===== src/rtl/request_pkg.sv =====
// Shared definitions for the request_unit instruction/data bus sequencer:
// FSM state encodings, the reset/abort NOP and data_width encodings.
package request_pkg;

    typedef logic [2:0] state_t;

    localparam state_t ST_IDLE       = 3'd0;
    localparam state_t ST_FETCH_REQ  = 3'd1;
    localparam state_t ST_FETCH_WAIT = 3'd2;
    localparam state_t ST_EXEC       = 3'd3;
    localparam state_t ST_DATA_REQ   = 3'd4;
    localparam state_t ST_DATA_WAIT  = 3'd5;
    localparam state_t ST_COMMIT     = 3'd6;

    localparam logic [31:0] NOP_INSN = 32'h0000_0013;

    localparam logic [1:0] DW_BYTE = 2'b00;
    localparam logic [1:0] DW_HALF = 2'b01;
    localparam logic [1:0] DW_WORD = 2'b10;

endpackage


===== src/rtl/request_unit_if.sv =====
// Single-port memory bus between request_unit (master) and memory (slave).
// Strobes and address are held by the master until busy drops.
interface request_unit_if;

    logic [31:0] bus_addr;
    logic [31:0] bus_wdata;
    logic [31:0] bus_rdata;
    logic [3:0]  bus_sel;
    logic        bus_read;
    logic        bus_write;
    logic        bus_busy;
    logic        bus_error;

    modport master (
        output bus_addr, bus_wdata, bus_sel,
        output bus_read, bus_write, bus_error,
        input  bus_busy, bus_rdata
    );

    modport slave (
        input  bus_addr, bus_wdata, bus_sel,
        input  bus_read, bus_write, bus_error,
        output bus_busy, bus_rdata
    );

endinterface


===== src/rtl/request_sel_decode.sv =====
// Byte-lane decode for data accesses from data_width and address[1:0].
// Halfwords ignore address[0]; the reserved width 2'b11 acts as a word.
module request_sel_decode
    import request_pkg::*;
(
    input  logic [1:0] data_width,
    input  logic [1:0] addr_lo,
    output logic [3:0] sel
);

    // Lane mask selected by access width and low address bits
    always_comb begin
        sel = 4'hF;
        case (data_width)
            DW_BYTE: sel = 4'b0001 << addr_lo;
            DW_HALF: sel = 4'b0011 << {addr_lo[1], 1'b0};
            default: sel = 4'hF;
        endcase
    end

endmodule


===== src/rtl/request_unit.sv =====
// Fetch / one-data-access / commit sequencer between the cpu and the bus.
// Optional macro REQ_TIMEOUT_EN adds a per-wait timeout and sticky bus_error.
module request_unit
    import request_pkg::*;
#(
    parameter logic [31:0] NOP = NOP_INSN
`ifdef REQ_TIMEOUT_EN
    ,
    parameter int TIMEOUT = 255
`endif
) (
    input  logic        clk,
    input  logic        reset,
    input  logic [31:0] pc,
    input  logic        mem_read,
    input  logic        mem_write,
    input  logic [31:0] address,
    input  logic [31:0] write_to_mem,
    input  logic [1:0]  data_width,
    output logic [31:0] instruction,
    output logic [31:0] store,
    output logic        pc_enable,
    request_unit_if.master bus
);

    state_t      state;
    logic [31:0] addr_q;
    logic [31:0] wdata_q;
    logic [31:0] instr_q;
    logic [31:0] store_q;
    logic [3:0]  sel_q;
    logic [3:0]  data_sel;
    logic        read_q;
    logic        write_q;
    logic        unused_pc;

`ifdef REQ_TIMEOUT_EN
    logic [15:0] wait_cnt;
    logic        error_q;
    logic        timed_out;

    assign timed_out = bus.bus_busy && (wait_cnt == 16'(TIMEOUT - 1));
`endif

    request_sel_decode u_sel (
        .data_width (data_width),
        .addr_lo    (address[1:0]),
        .sel        (data_sel)
    );

    // Sequencer state plus registered bus strobes and cpu-facing latches
    always_ff @(posedge clk or posedge reset) begin
        if (reset) begin
            state   <= ST_IDLE;
            addr_q  <= '0;
            wdata_q <= '0;
            instr_q <= NOP;
            store_q <= '0;
            sel_q   <= '0;
            read_q  <= 1'b0;
            write_q <= 1'b0;
`ifdef REQ_TIMEOUT_EN
            wait_cnt <= '0;
            error_q  <= 1'b0;
`endif
        end else begin
            case (state)
                ST_IDLE: begin
                    read_q  <= 1'b1;
                    write_q <= 1'b0;
                    sel_q   <= 4'hF;
                    state   <= ST_FETCH_REQ;
                end
                ST_FETCH_REQ: begin
                    addr_q <= {pc[31:2], 2'b00};
                    state  <= ST_FETCH_WAIT;
`ifdef REQ_TIMEOUT_EN
                    wait_cnt <= '0;
`endif
                end
                ST_FETCH_WAIT: begin
                    if (!bus.bus_busy) begin
                        instr_q <= bus.bus_rdata;
                        read_q  <= 1'b0;
                        state   <= ST_EXEC;
                    end
`ifdef REQ_TIMEOUT_EN
                    else if (timed_out) begin
                        instr_q <= NOP;
                        read_q  <= 1'b0;
                        error_q <= 1'b1;
                        state   <= ST_EXEC;
                    end else begin
                        wait_cnt <= wait_cnt + 16'd1;
                    end
`endif
                end
                ST_EXEC: begin
                    if (mem_read || mem_write) begin
                        addr_q  <= {address[31:2], 2'b00};
                        wdata_q <= write_to_mem;
                        sel_q   <= data_sel;
                        write_q <= mem_write;
                        read_q  <= !mem_write;
                        state   <= ST_DATA_REQ;
                    end else begin
                        read_q  <= 1'b1;
                        write_q <= 1'b0;
                        sel_q   <= 4'hF;
                        state   <= ST_FETCH_REQ;
                    end
                end
                ST_DATA_REQ: begin
                    state <= ST_DATA_WAIT;
`ifdef REQ_TIMEOUT_EN
                    wait_cnt <= '0;
`endif
                end
                ST_DATA_WAIT: begin
                    if (!bus.bus_busy) begin
                        if (!write_q) store_q <= bus.bus_rdata;
                        read_q  <= 1'b0;
                        write_q <= 1'b0;
                        state   <= ST_COMMIT;
                    end
`ifdef REQ_TIMEOUT_EN
                    else if (timed_out) begin
                        store_q <= '0;
                        read_q  <= 1'b0;
                        write_q <= 1'b0;
                        error_q <= 1'b1;
                        state   <= ST_COMMIT;
                    end else begin
                        wait_cnt <= wait_cnt + 16'd1;
                    end
`endif
                end
                ST_COMMIT: begin
                    read_q  <= 1'b1;
                    write_q <= 1'b0;
                    sel_q   <= 4'hF;
                    state   <= ST_FETCH_REQ;
                end
                default: state <= ST_IDLE;
            endcase
        end
    end

    // The new pc is only valid once FETCH_REQ is entered, so the fetch
    // address passes straight through then and is held from addr_q after.
    assign bus.bus_addr  = (state == ST_FETCH_REQ) ? {pc[31:2], 2'b00} : addr_q;
    assign bus.bus_wdata = wdata_q;
    assign bus.bus_sel   = sel_q;
    assign bus.bus_read  = read_q;
    assign bus.bus_write = write_q;
`ifdef REQ_TIMEOUT_EN
    assign bus.bus_error = error_q;
`else
    assign bus.bus_error = 1'b0;
`endif

    assign pc_enable = (state == ST_COMMIT) ||
                       (state == ST_EXEC && !mem_read && !mem_write);

    assign instruction = instr_q;
    assign store       = store_q;
    assign unused_pc   = ^pc[1:0];

endmodule


===== src/flat_wrapper.sv =====
// flat-port wrapper written by rule: the top's interface ports become plain ports
module request_unit_flat import request_pkg::*;
#(
    parameter logic [31:0] NOP = NOP_INSN

)
  (clk, reset, pc, mem_read, mem_write, address, write_to_mem, data_width, instruction, store, pc_enable, bus_bus_addr, bus_bus_wdata, bus_bus_sel, bus_bus_read, bus_bus_write, bus_bus_error, bus_bus_busy, bus_bus_rdata);
  request_unit_if bus_i ();
  input  logic clk;
  input  logic reset;
  input  logic [31:0] pc;
  input  logic mem_read;
  input  logic mem_write;
  input  logic [31:0] address;
  input  logic [31:0] write_to_mem;
  input  logic [1:0] data_width;
  output logic [31:0] instruction;
  output logic [31:0] store;
  output logic pc_enable;
  output wire logic [$bits(bus_i.bus_addr)-1:0] bus_bus_addr;
  output wire logic [$bits(bus_i.bus_wdata)-1:0] bus_bus_wdata;
  output wire logic [$bits(bus_i.bus_sel)-1:0] bus_bus_sel;
  output wire logic [$bits(bus_i.bus_read)-1:0] bus_bus_read;
  output wire logic [$bits(bus_i.bus_write)-1:0] bus_bus_write;
  output wire logic [$bits(bus_i.bus_error)-1:0] bus_bus_error;
  input wire logic [$bits(bus_i.bus_busy)-1:0] bus_bus_busy;
  input wire logic [$bits(bus_i.bus_rdata)-1:0] bus_bus_rdata;
  assign bus_bus_addr = bus_i.bus_addr;
  assign bus_bus_wdata = bus_i.bus_wdata;
  assign bus_bus_sel = bus_i.bus_sel;
  assign bus_bus_read = bus_i.bus_read;
  assign bus_bus_write = bus_i.bus_write;
  assign bus_bus_error = bus_i.bus_error;
  assign bus_i.bus_busy = bus_bus_busy;
  assign bus_i.bus_rdata = bus_bus_rdata;
  request_unit #(.NOP(NOP)) u_core (.clk(clk), .reset(reset), .pc(pc), .mem_read(mem_read), .mem_write(mem_write), .address(address), .write_to_mem(write_to_mem), .data_width(data_width), .instruction(instruction), .store(store), .pc_enable(pc_enable), .bus(bus_i));
endmodule

===== config.mk =====
export PLATFORM = sky130hd
export DESIGN_NAME = request_unit_flat
export DESIGN_NICKNAME = d
export VERILOG_FILES = /design/src/rtl/request_pkg.sv /design/src/rtl/request_unit_if.sv /design/src/rtl/request_sel_decode.sv /design/src/rtl/request_unit.sv /design/src/flat_wrapper.sv
export SDC_FILE = /design/constraint.sdc
export NUM_CORES = 1
export LEC_CHECK = 0
export ABC_AREA = 0
export CORE_MARGIN = 8
export CORE_UTILIZATION = 45
export CTS_CLUSTER_SIZE = 28
export DETAILED_ROUTE_END_ITERATION = 10
export GPL_TIMING_DRIVEN = 0
export PLACE_DENSITY = 0.94
export SLEW_MARGIN = 20
export SYNTH_ARGS = -nofsm -noshare
export SYNTH_HDL_FRONTEND = slang
export SYNTH_SLANG_ARGS = --single-unit

===== constraint.sdc =====
create_clock -name clk -period 12.53 [get_ports clk]
set_input_delay 3.1325 -clock clk [delete_from_list [all_inputs] [get_ports clk]]
set_output_delay 3.1325 -clock clk [all_outputs]
set_load 0.02 [all_outputs]

==> Word-level counts from Yosys, hierarchy flattened <==
Index checks and enable logic that the tools add are counted.
{ "totals": {"reg_bits": 137, "inputBits": 135, "output_inout_bits": 136, "wordCells": 59} }
{ "op_classes": {"eq_ne": 11, "shift": 2, "muxes": 15, "bitwise": 2, "reduce_logical": 21} }
{ "ops": {"columns": ["operator", "count"], "rows": [
  ["2-to-1 mux 32 bit", 2],
  ["case mux 32 bit (2 select lines)", 1],
  ["case mux 3 bit (6 select lines)", 1],
  ["case mux 4 bit (2 select lines)", 2],
  ["AND reduction 2 bit", 6],
  ["equality test 3 bit (second input constant)", 3],
  ["2-to-1 mux 3 bit", 3],
  ["equality test 3 x 2 -> 1 bit (second input constant)", 2],
  ["inequality test 2 bit (second input constant)", 3],
  ["case mux 1 bit (3 select lines)", 2],
  ["nonzero test 3 bit", 2],
  ["2-to-1 mux 4 bit", 1],
  ["nonzero test 2 bit", 2],
  ["OR reduction 2 bit", 2],
  ["<< shifter 1 x 2 -> 4 bit (first input constant)", 1],
  ["<< shifter 2 x 2 -> 4 bit (first input constant)", 1],
  ["equality test 3 x 1 -> 1 bit (second input constant)", 1],
  ["logical NOT 3 bit", 1],
  ["2-to-1 mux 1 bit", 3],
  ["AND reduction 3 bit", 1],
  ["equality test 2 x 1 -> 1 bit (second input constant)", 1],
  ["logical AND 1 bit", 2],
  ["logical NOT 1 bit", 2],
  ["logical NOT 2 bit", 1],
  ["3 further kinds", 5]
]} }

==> Depth between registers and ports, before layout <==
Gate-level depths: netlist of run 1.
{ "logic_depth": {"ltp_word": 4, "ltp_mapped": 5, "ltp_nobuf": 3} }

==> By module <==
Synthesis of run 1 repeated with hierarchy kept, for this count alone.
{ "hier_totals": {"cells_unflattened": 396, "area_unflattened_um2": 6100.9} }
{ "by_module_without_submodules": {"columns": ["module", "instances", "cells_each", "area_each_um2", "seq_area_each_um2"], "rows": [
  ["request_unit", 1, 389, 6049.6, 3382.0],
  ["request_sel_decode", 1, 7, 51.3, 0.0]
]} }

==> Least setup slack after synthesis of run 1 <==
Ideal clock, no wire load.
{ "synth_path": {"path_type": "input-to-output", "from": "input port mem_write", "to": "output port pc_enable", "arrival_time_ns": 3.691, "required_time_ns": 9.398, "slack_ns": 5.706, "stages": 3, "path_buffers": 0, "path_cell_list": "nor3_1 -> mux2i_1 -> nor2b_1"} }
{ "synth_via": {"elab_chain_cells": 3} }
{ "synth_lines": {"columns": ["element", "line_no", "rtl"], "rows": [
  ["start, declared", "flat_wrapper.sv:13", "input logic mem_write;"],
  ["logical NOT 1 bit", "request_unit.sv:163", "(state == ST_EXEC && !mem_read && !mem_write);"],
  ["logical AND 1 bit", "request_unit.sv:163", null],
  ["logical OR 1 bit", "request_unit.sv:162", "assign pc_enable = (state == ST_COMMIT) ||"],
  ["end, declared", "flat_wrapper.sv:19", "output logic pc_enable;"]
]} }
Every way passes these cells.

==> Worst setup path after layout of run 1 <==
Ends and elaborated chain as after synthesis.

==> results.tsv, run 1 <==
stage	metric	value	unit
outcome	status	finished clean	
sta	skew	6.85	ps
floorplanning	pin_count	271	
synth	ys_seq_area_frac	0.568	
critical_path	path_cells	clkdlybuf4s50_1 > nor3_1 > mux2i_1 > nor2b_1 > clkdlybuf4s50_1	
floorplanning	fp-row-count	42	
route	vias_per_cell	5.02	
finish	area_growth	58.9	%
critical_path	cp.required	9400	ps
sta	finalWorstSetupSlack	4750	ps
finish	antenna_cells	0	
place	port_buffers	265	
sta	rsz0062_at_grt	no	
critical_path	critPathMaxFanout	5	
sta	max_freq	129	MHz
synth	ys_types	32	
power_and_ir_drop	p_comb_frac	0.526	
floorplanning	die_w	131	um
floorplanning	die_area	17200	um2
finish	fin_cells	871	
critical_path	worstPathArrival	4650	ps
place	dp_cells	839	
finish	nNetsFinal	817	
sta	min_period	7780	ps
floorplanning	start_util	0.455	
route	vias	4375	
cts	clk_latency	410	ps
sta	setup_viol	0	
sta	slew_violations	0	
cts	path_clk_slew	60	ps
synth	yosys_warnings	0	
cts	cts_tree	yes	
cts	cts_root_buf	clkbuf_16	
synth	syn_inst	395	
synth	syn-mean-instance-area	15.1	um2
power_and_ir_drop	leakage	3.88	nW
power_and_ir_drop	p_int	1.73	mW
sta	worstMarginPinSlew	517	ps
route	wl	16.6	mm
sta	max-slew-margin-rel	0.652	
cts	htree_levels	4	
cts	hold_buffers	0	
global_routing	grt_use_total	0.196	
critical_path	cp-start-kind	input pin	
floorplanning	core	13100	um2
route	drt_iter0_markers	121	
power_and_ir_drop	p_sw	0.962	mW
cts	clock_sinks	135	
synth	synth.cell_area	5950	um2
global_routing	grt_overflow_total	0	
power_and_ir_drop	pwr-share-seq	0.292	
power_and_ir_drop	p_clk_frac	0.182	
min_path	min_path_type	flop to flop	
finish	layout-drive-gt1-share	0.341	
critical_path	critPathMaxStageDelay	630	ps
cts	cts_resized	0	
finish	layout_commonest_cell	clkdlybuf4s50_1	
cts	postCtsSetupBuffers	0	
global_routing	antenna_found_initial	0	
route	drc	0	
route	routedWlPerCell	19.1	um
global_routing	grt_pass1_vias	4801	
route	first_pass_iters	5	
cts	cts_made_buffers	17	
place	place_congestion	0.825	
route	antenna_left	0	
power_and_ir_drop	power.density	285	nW/um2
flow_run	cap_violations	0	
synth	ys_ff_latch	135	
power_and_ir_drop	peakVddDrop	0.156	mV
critical_path	slowest_stage	clkdlybuf4s50_1	
sta	finalCritPeriodShare	0.621	
sta	fin_setup_tns	0	ps
place	pre_cts_ws	4750	ps
place	dpl.hpwl	13.1	mm
global_routing	grt_max_degree	74	
critical_path	worstSetupEndpointType	primary output	
finish	final_cell_mix	clkdlybuf4s50_1 (265), mux2_2 (176), dfrtp_1 (132)	
critical_path	crit_type	input pin to primary output	
cts	cts.path.max_buffers	2	
global_routing	grt_pass1_wl	25.8	mm
critical_path	path_common_cell	clkdlybuf4s50_1	
sta	finalHoldViolCount	0	
power_and_ir_drop	swShare	0.357	
floorplanning	die_y	131	um
[worst max-delay path, delay by kind of cell]
family	cells	cell delay, ps
mux	1	90
buf+inv	2	1100
simple gates	2	310
[synthesized netlist by cell type (all sizes together)]
| master | n | share of area |
|---|---|---|
| mux2 | 186 | 0.35 |
| dfrtp | 132 | 0.55 |
| buf | 23 | 0.026 |
| a21oi | 5 | 0.0042 |
| nand2b | 5 | 0.0053 |
| nor2 | 5 | 0.0032 |
| o21ai | 5 | 0.0042 |
| nand2 | 4 | 0.0025 |
| o32a | 4 | 0.0067 |
| dfstp | 3 | 0.013 |
| inv | 3 | 0.0019 |
| nor2b | 3 | 0.0032 |
| nor3 | 3 | 0.0053 |
| a21boi | 2 | 0.0025 |
| and3b | 2 | 0.0029 |
| a211o | 1 | 0.0015 |
| a31oi | 1 | 0.0011 |
| clkbuf | 1 | 0.00063 |
| conb | 1 | 0.00063 |
| mux2i | 1 | 0.0017 |
| nand3b | 1 | 0.0013 |
| o21bai | 1 | 0.0013 |
| o32ai | 1 | 0.0015 |
| or3b | 1 | 0.0015 |
| xor2 | 1 | 0.0015 |
[flip-flops by register name, indices dropped and copies added (netlist names)]
signal / cells
u_core.store: 32
u_core.bus.bus_sel: 4
u_core.instruction: 32
u_core.addr_q: 30
u_core.bus.bus_write: 1
u_core.bus.bus_read: 1
u_core.bus.bus_wdata: 32
u_core.state: 3
[worst paths after layout]
path | from | end | slack (ps) | cells past startpoint
max in group asynchronous | reset | u_core.addr_q[9] | 8680 | 3
worst max register to register | u_core.state[2] | u_core.instruction[26] | 10690 | 4
worst min-delay path | u_core.bus.bus_wdata[31] | u_core.bus.bus_wdata[31] | 490 | 1
min in group asynchronous | reset | u_core.bus.bus_wdata[3] | 3140 | 2
worst min register to register | u_core.bus.bus_wdata[31] | u_core.bus.bus_wdata[31] | 490 | 1
worst max-delay path | mem_write | pc_enable | 4750 | 5
[kinds of logic (layout without fill, tap and decap cells)]
kind of cell / after synthesis / count (layout) / share of synthesized area
muxes: 187 / 187 / 0.353
DFF: 135 / 135 / 0.568
buffers and inverters: 27 / 325 / 0.0286
and+or+nand+nor: 24 / 24 / 0.0250
AOI/OAI and AO/OA: 20 / 20 / 0.0229
other: 1 / 3 / 0.000630
xor gates and xnor gates: 1 / 1 / 0.00147
[final cells by class]
| class | instances | area, um2 |
|---|---|---|
| sequential | 135 | 3380 |
| timing repair buffer | 266 | 2680 |
| inverter | 3 | 18.8 |
| buffer | 24 | 159 |
| clock buffer | 19 | 443 |
| multi-input combinational | 235 | 2410 |
| fill | 828 | 3630 |
| clock inverter | 13 | 146 |
| tap | 176 | 220 |
[power by group through the flow]
| stage | sequential (mW) | clock (mW) | combinational [mW] |
|---|---|---|---|
| after global placement | 0.775 | 0 | 1.40 |
| after CTS | 0.788 | 0.500 | 1.44 |
| after detailed placement | 0.794 | 0 | 1.43 |
| final | 0.786 | 0.491 | 1.42 |
| after global routing | 0.814 | 0.520 | 1.50 |
| after floorplan | 0.973 | 0 | 0.596 |
[layer usage]
layer	up-vias	track usage	part of all wire
met2	184	0.337	0.51
met4	0	0.0736	0.017
met3	20	0.0832	0.11
li1	2003	-	-
met5	-	0	0
met1	2168	0.211	0.36
[per-stage QoR]
stage | util | hold WS [ps] | power [mW] | area, um2
4_1_cts | 0.723 | 488 | 2.73 | 9460
3_5_place_dp | 0.678 | 475 | 2.23 | 8870
6_report | 0.723 | 486 | 2.70 | 9460
3_3_place_gp | 0.675 | 467 | 2.18 | 8830
2_1_floorplan | - | 477 | 1.57 | 5960
5_1_grt | 0.723 | 497 | 2.84 | 9460
(Power assumes the default switching activity.)
==> inputs of run 2 (changes only) <==
CORE_UTILIZATION = 42   (was 45)
PLACE_DENSITY = 0.89   (was 0.94)
clock period = 7.8 ns   (was 12.53 ns; I/O delays follow)
==> run 2 against run 1 <==
- die area increased by 6.3%
- final area increased by 0.56%
- combinational power increased by 62%
- setup slack got worse by 2400 ps
- sequential power increased by 62%
- critical endpoint unchanged
==> results.tsv, run 2 (same netlist as run 1, synthesis figures left out) <==
stage	metric	value	unit	change
global_routing	antenna_found_initial	0		unchanged
critical_path	path_cells	clkdlybuf4s50_1 > nor3_1 > mux2i_1 > nor2b_1 > clkdlybuf4s50_1		
power_and_ir_drop	leakage	3.91	nW	+0.74%
global_routing	grt_max_degree	82		+11%
power_and_ir_drop	pwr-share-seq	0.287		-0.005
critical_path	cp-start-kind	input pin		
cts	postCtsSetupBuffers	0		unchanged
sta	max-slew-margin-rel	0.570		-0.0820
sta	setup_viol	0		unchanged
cts	cts_root_buf	clkbuf_16		
route	drc	0		unchanged
finish	antenna_cells	0		unchanged
cts	path_clk_slew	60	ps	about the same
global_routing	grt_overflow_total	0		unchanged
power_and_ir_drop	power.density	464	nW/um2	+63%
global_routing	grt_use_total	0.194		-0.00199
floorplanning	pin_count	271		unchanged
cts	cts.path.max_buffers	2		unchanged
finish	layout_commonest_cell	clkdlybuf4s50_1		
route	wl	17.6	mm	+6.1%
floorplanning	fp-row-count	43		+2.4%
route	vias_per_cell	5.01		-0.30%
finish	nNetsFinal	817		unchanged
finish	area_growth	59.7	%	
critical_path	cpLargestDelayFamily	buffers and inverters		
power_and_ir_drop	peakVddDrop	0.288	mV	+85%
critical_path	crit-reg2reg-launch	u_core.state[2]		
sta	worstMarginPinSlew	645	ps	+129 ps
sta	finalWorstSetupSlack	2370	ps	-2380 ps
cts	cts_resized	0		unchanged
route	routedWlPerCell	20.2	um	+5.7%
sta	fin_setup_tns	0	ps	unchanged
finish	stdcell_area	9510	um2	+0.56%
route	drt_iter0_markers	116		-4.1%
floorplanning	die_w	135	um	+3.1%
place	pre_cts_ws	2360	ps	-2390 ps
floorplanning	die_area	18200	um2	+6.3%
outcome	status	finished clean		
sta	max_freq	184	MHz	
cts	cts_tree	yes		
sta	finalCritPeriodShare	0.696		
critical_path	path_common_cell	clkdlybuf4s50_1		
critical_path	critPathBufInv	2		unchanged
floorplanning	core	13900	um2	+6.1%
finish	layout-drive-gt1-share	0.342		+0.00144
critical_path	cp.required	5850	ps	-3550 ps
global_routing	grt_pass1_wl	27.4	mm	+6.3%
critical_path	critPathMaxStageDelay	630	ps	about the same
cts	clock_sinks	135		unchanged
place	port_buffers	265		unchanged
place	placed_area	8870	um2	about the same
critical_path	worstPathArrival	3480	ps	-1170 ps
cts	clk_latency	420	ps	about the same
critical_path	crit_type	input pin to primary output		
sta	timing.hold.ws	490	ps	+3.72 ps
cts	cts_made_buffers	17		unchanged
sta	skew	9.98	ps	+3.13 ps
critical_path	critPathMaxFanout	5		unchanged
floorplanning	die_y	135	um	+3.1%
power_and_ir_drop	p_int	2.85	mW	+64%
power_and_ir_drop	p_comb_frac	0.520		-0.006
route	vias	4382		+0.16%
sta	finalHoldViolCount	0		unchanged
critical_path	slowest_stage	clkdlybuf4s50_1		
flow_run	cap_violations	0		unchanged
power_and_ir_drop	swShare	0.355		-0.00179
cts	hold_buffers	0		unchanged
critical_path	critPathLaunch	mem_write		
place	place_congestion	0.782		-5.2%
min_path	hp-start	u_core.store[24]		
place	dpl.hpwl	13.9	mm	+5.8%
critical_path	worstSetupEndpointType	primary output		
sta	min_period	5430	ps	
finish	final_cell_mix	clkdlybuf4s50_1 (265), mux2_2 (176), dfrtp_1 (132)		
power_and_ir_drop	p_sw	1.57	mW	+63%
cts	htree_levels	4		unchanged
route	antenna_left	0		unchanged
route	first_pass_iters	4		-1
global_routing	grt_pass1_vias	4886		+1.8%
floorplanning	start_util	0.429		-0.0261
sta	rsz0062_at_grt	no		
min_path	min_path_type	flop to flop		
sta	slew_violations	0		unchanged
power_and_ir_drop	p_clk_frac	0.193		+0.011
==> run 2: cell types whose count changed in the layout (fill, tap and decap cells not counted) <==
cell	change
inv_6	-1
clkbuf_1	-1
clkinv_4	+3
inv_8	-1
bufinv_16	+2
clkinvlp_4	-2
==> run 2: path summary, 6_finish.rpt <==
path / to / slack [ps] / cells past startpoint
worst max-delay path: pc_enable / 2370 / 5
min in group asynchronous: u_core.bus.bus_wdata[22] / 1940 / 2
worst min-delay path: u_core.store[24] / 490 / 1
max in group asynchronous: u_core.instruction[0] / 5120 / 3
worst max register to register: u_core.bus.bus_wdata[14] / 5940 / 4
worst min register to register: u_core.store[24] / 490 / 1
==> run 2: power groups by stage <==
stage,Clock (mW),Sequential (mW),Combinational [mW]
6_report,0.854,1.27,2.30
5_1_grt,0.898,1.31,2.43
4_1_cts,0.871,1.27,2.33
3_5_place_dp,0,1.28,2.32
3_3_place_gp,0,1.25,2.27
2_1_floorplan,0,1.56,0.958
==> run 2: metrics by stage <==
step	power [mW]	utilization	cells
global route	4.64	0.685	875
finish	4.42	0.685	875
floorplan	2.52	-	397
detailed placement	3.60	0.639	843
CTS	4.47	0.685	875
global placement	3.51	0.637	842
==> run 2: cell type report <==
cell class	count	area (um2)
Buffer	24	159
Clock buffer	18	439
Clock inverter	14	198
Fill cell	942	4370
Inverter	3	18.8
Multi-Input combinational cell	235	2410
Sequential cell	135	3380
Tap cell	180	225
Timing Repair Buffer	266	2680
==> run 2: routing by layer <==
layer	wire, um	global-route usage	up-vias	share of wire
met2	9060	0.334	195	0.51
met3	1730	0.0873	17	0.098
li1	-	-	1999	-
met1	6600	0.209	2171	0.37
met4	244	0.0629	0	0.014
met5	0	0	-	0
==> run 2: worst register-to-register path: stages (launching register included) <==
cell and delay [ps]:
dfrtp_1 410, nand3b_1 200, nor2_1 490, buf_4 300, mux2_2 360
==> inputs of run 3 (changes only) <==
clock period = 5.5 ns   (was 7.8 ns; I/O delays follow)
==> run 3 against run 2 <==
- combinational power grew 42%
- wire length about the same
- hold slack about the same
- via count rose by 0.27%
==> results.tsv, run 3 (same netlist as run 1, synthesis figures left out) <==
stage	metric	value	unit	change
outcome	status	finished clean		
floorplanning	die_w	135	um	unchanged
min_path	hold_end	u_core.store[24]		
critical_path	timing.rr.end	u_core.bus.bus_wdata[14]		
place	pre_cts_ws	1210	ps	-1150 ps
power_and_ir_drop	peakVddDrop	0.409	mV	+42%
cts	cts_made_buffers	17		unchanged
critical_path	critPathMaxStageDelay	630	ps	about the same
critical_path	cpLargestDelayFamily	buffers and inverters		
finish	layout-drive-gt1-share	0.342		unchanged
finish	stdcell_area	9510	um2	unchanged
critical_path	r2r_cells	4		unchanged
critical_path	critPathBufInv	2		unchanged
global_routing	grt_pass1_wl	27.4	mm	about the same
global_routing	grt_use_total	0.194		unchanged
route	first_pass_iters	5		+1
finish	final_cell_mix	clkdlybuf4s50_1 (265), mux2_2 (176), dfrtp_1 (132)		
finish	area_growth	59.7	%	unchanged
critical_path	slowest_stage	clkdlybuf4s50_1		
sta	min_period	4280	ps	
sta	setup_viol	0		unchanged
cts	cts_root_buf	clkbuf_16		
global_routing	antenna_found_initial	0		unchanged
critical_path	critPathLaunch	mem_write		
floorplanning	start_util	0.429		unchanged
sta	max-slew-margin-rel	0.570		about the same
critical_path	crit-reg2reg-launch	u_core.state[2]		
critical_path	reg2reg_slack	3640	ps	-2300 ps
floorplanning	die_y	135	um	unchanged
critical_path	path_common_cell	clkdlybuf4s50_1		
place	placed_area	8870	um2	unchanged
cts	cts.path.max_buffers	2		unchanged
floorplanning	die_area	18200	um2	unchanged
cts	postCtsSetupBuffers	0		unchanged
floorplanning	pin_count	271		unchanged
cts	clk_latency	420	ps	about the same
sta	slew_violations	0		unchanged
place	dpl.hpwl	13.9	mm	unchanged
sta	skew	12.7	ps	+2.73 ps
power_and_ir_drop	leakage	3.91	nW	unchanged
finish	seqCellArea	3380	um2	unchanged
critical_path	path_cells	clkdlybuf4s50_1 > nor3_1 > mux2i_1 > nor2b_1 > clkdlybuf4s50_1		
route	drc	0		unchanged
cts	htree_levels	4		unchanged
sta	rsz0062_at_grt	no		
critical_path	worstSetupEndpointType	primary output		
cts	cts_tree	yes		
floorplanning	core	13900	um2	unchanged
critical_path	critPathMaxFanout	5		unchanged
route	drt_iter0_markers	112		-3.4%
critical_path	cp.required	4120	ps	-1730 ps
cts	cts_resized	0		unchanged
cts	hold_buffers	0		unchanged
finish	nNetsFinal	817		unchanged
critical_path	worstPathArrival	2900	ps	-580 ps
route	routedWlPerCell	20.1	um	about the same
route	vias	4394		+0.27%
sta	max_freq	234	MHz	
finish	antenna_cells	0		unchanged
sta	finalCritPeriodShare	0.778		
route	antenna_left	0		unchanged
min_path	hold_depth	1		unchanged
floorplanning	fp-row-count	43		unchanged
place	place_congestion	0.782		unchanged
finish	layout_commonest_cell	clkdlybuf4s50_1		
cts	path_clk_slew	60	ps	about the same
place	port_buffers	265		unchanged
global_routing	grt_pass1_vias	4885		-0.020%
finish	n_fill_cell	942		unchanged
sta	worstMarginPinSlew	645	ps	+0.00161 ps
sta	finalHoldViolCount	0		unchanged
critical_path	cp-start-kind	input pin		
critical_path	crit_type	input pin to primary output		
flow_run	cap_violations	0		unchanged
route	vias_per_cell	5.02		+0.27%
min_path	hp-start	u_core.store[24]		
min_path	min_path_type	flop to flop		
power_and_ir_drop	power.density	659	nW/um2	+42%
cts	clock_sinks	135		unchanged
global_routing	grt_overflow_total	0		unchanged
finish	multi_input_comb_area	2410	um2	unchanged
global_routing	grt_max_degree	82		unchanged
route	wl	17.6	mm	about the same
sta	finalWorstSetupSlack	1220	ps	-1150 ps
-- run 3: worst max path at each step --
stage                              endpoint  slack [ps]  cells after the start
after floorplan           u_core.addr_q[10]         520                      1
after global placement    u_core.addr_q[13]       -1080                      2
after detailed placement          pc_enable        1210                      5
after CTS                         pc_enable        1200                      5
after global routing              pc_enable        1150                      5
final                             pc_enable        1220                      5
-- run 3: cell type report --
cell class | instances | area share
Inverter | 3 | 0.00197
Multi-Input combinational cell | 235 | 0.253
Sequential cell | 135 | 0.356
Clock buffer | 18 | 0.0462
Tap cell | 180 | 0.0237
Buffer | 24 | 0.0167
Clock inverter | 14 | 0.0208
Timing Repair Buffer | 266 | 0.282
-- run 3: power by group --
part | internal, mW | switching (mW) | total (mW)
clock | 0.774 | 0.437 | 1.21
sequential | 1.51 | 0.288 | 1.80
combinational | 1.76 | 1.50 | 3.26
-- run 3: per-layer routing --
metal / wire length, um / track usage / vias to the layer above
li1: - / - / 2000
met1: 6610 / 0.209 / 2178
met2: 9070 / 0.334 / 202
met3: 1730 / 0.0873 / 14
met4: 212 / 0.0629 / 0
met5: 0 / 0 / -
-- run 3: worst register-to-register path, delay by kind of cell (launching register included) --
family,cells,cell delay [ps]
buffers and inverters,1,300
DFF,1,410
muxes,1,360
and+or+nand+nor,2,690
-- run 3: metrics by stage --
| stage | setup TNS [ps] | instances | power [mW] | hold WS, ps | util |
|---|---|---|---|---|---|
| after floorplan | 0 | 397 | 3.58 | 477 | - |
| after global routing | 0 | 875 | 6.58 | 500 | 0.685 |
| after CTS | 0 | 875 | 6.34 | 491 | 0.685 |
| after global placement | -141320 | 842 | 4.98 | 467 | 0.637 |
| final | 0 | 875 | 6.27 | 490 | 0.685 |
| after detailed placement | 0 | 843 | 5.10 | 477 | 0.639 |
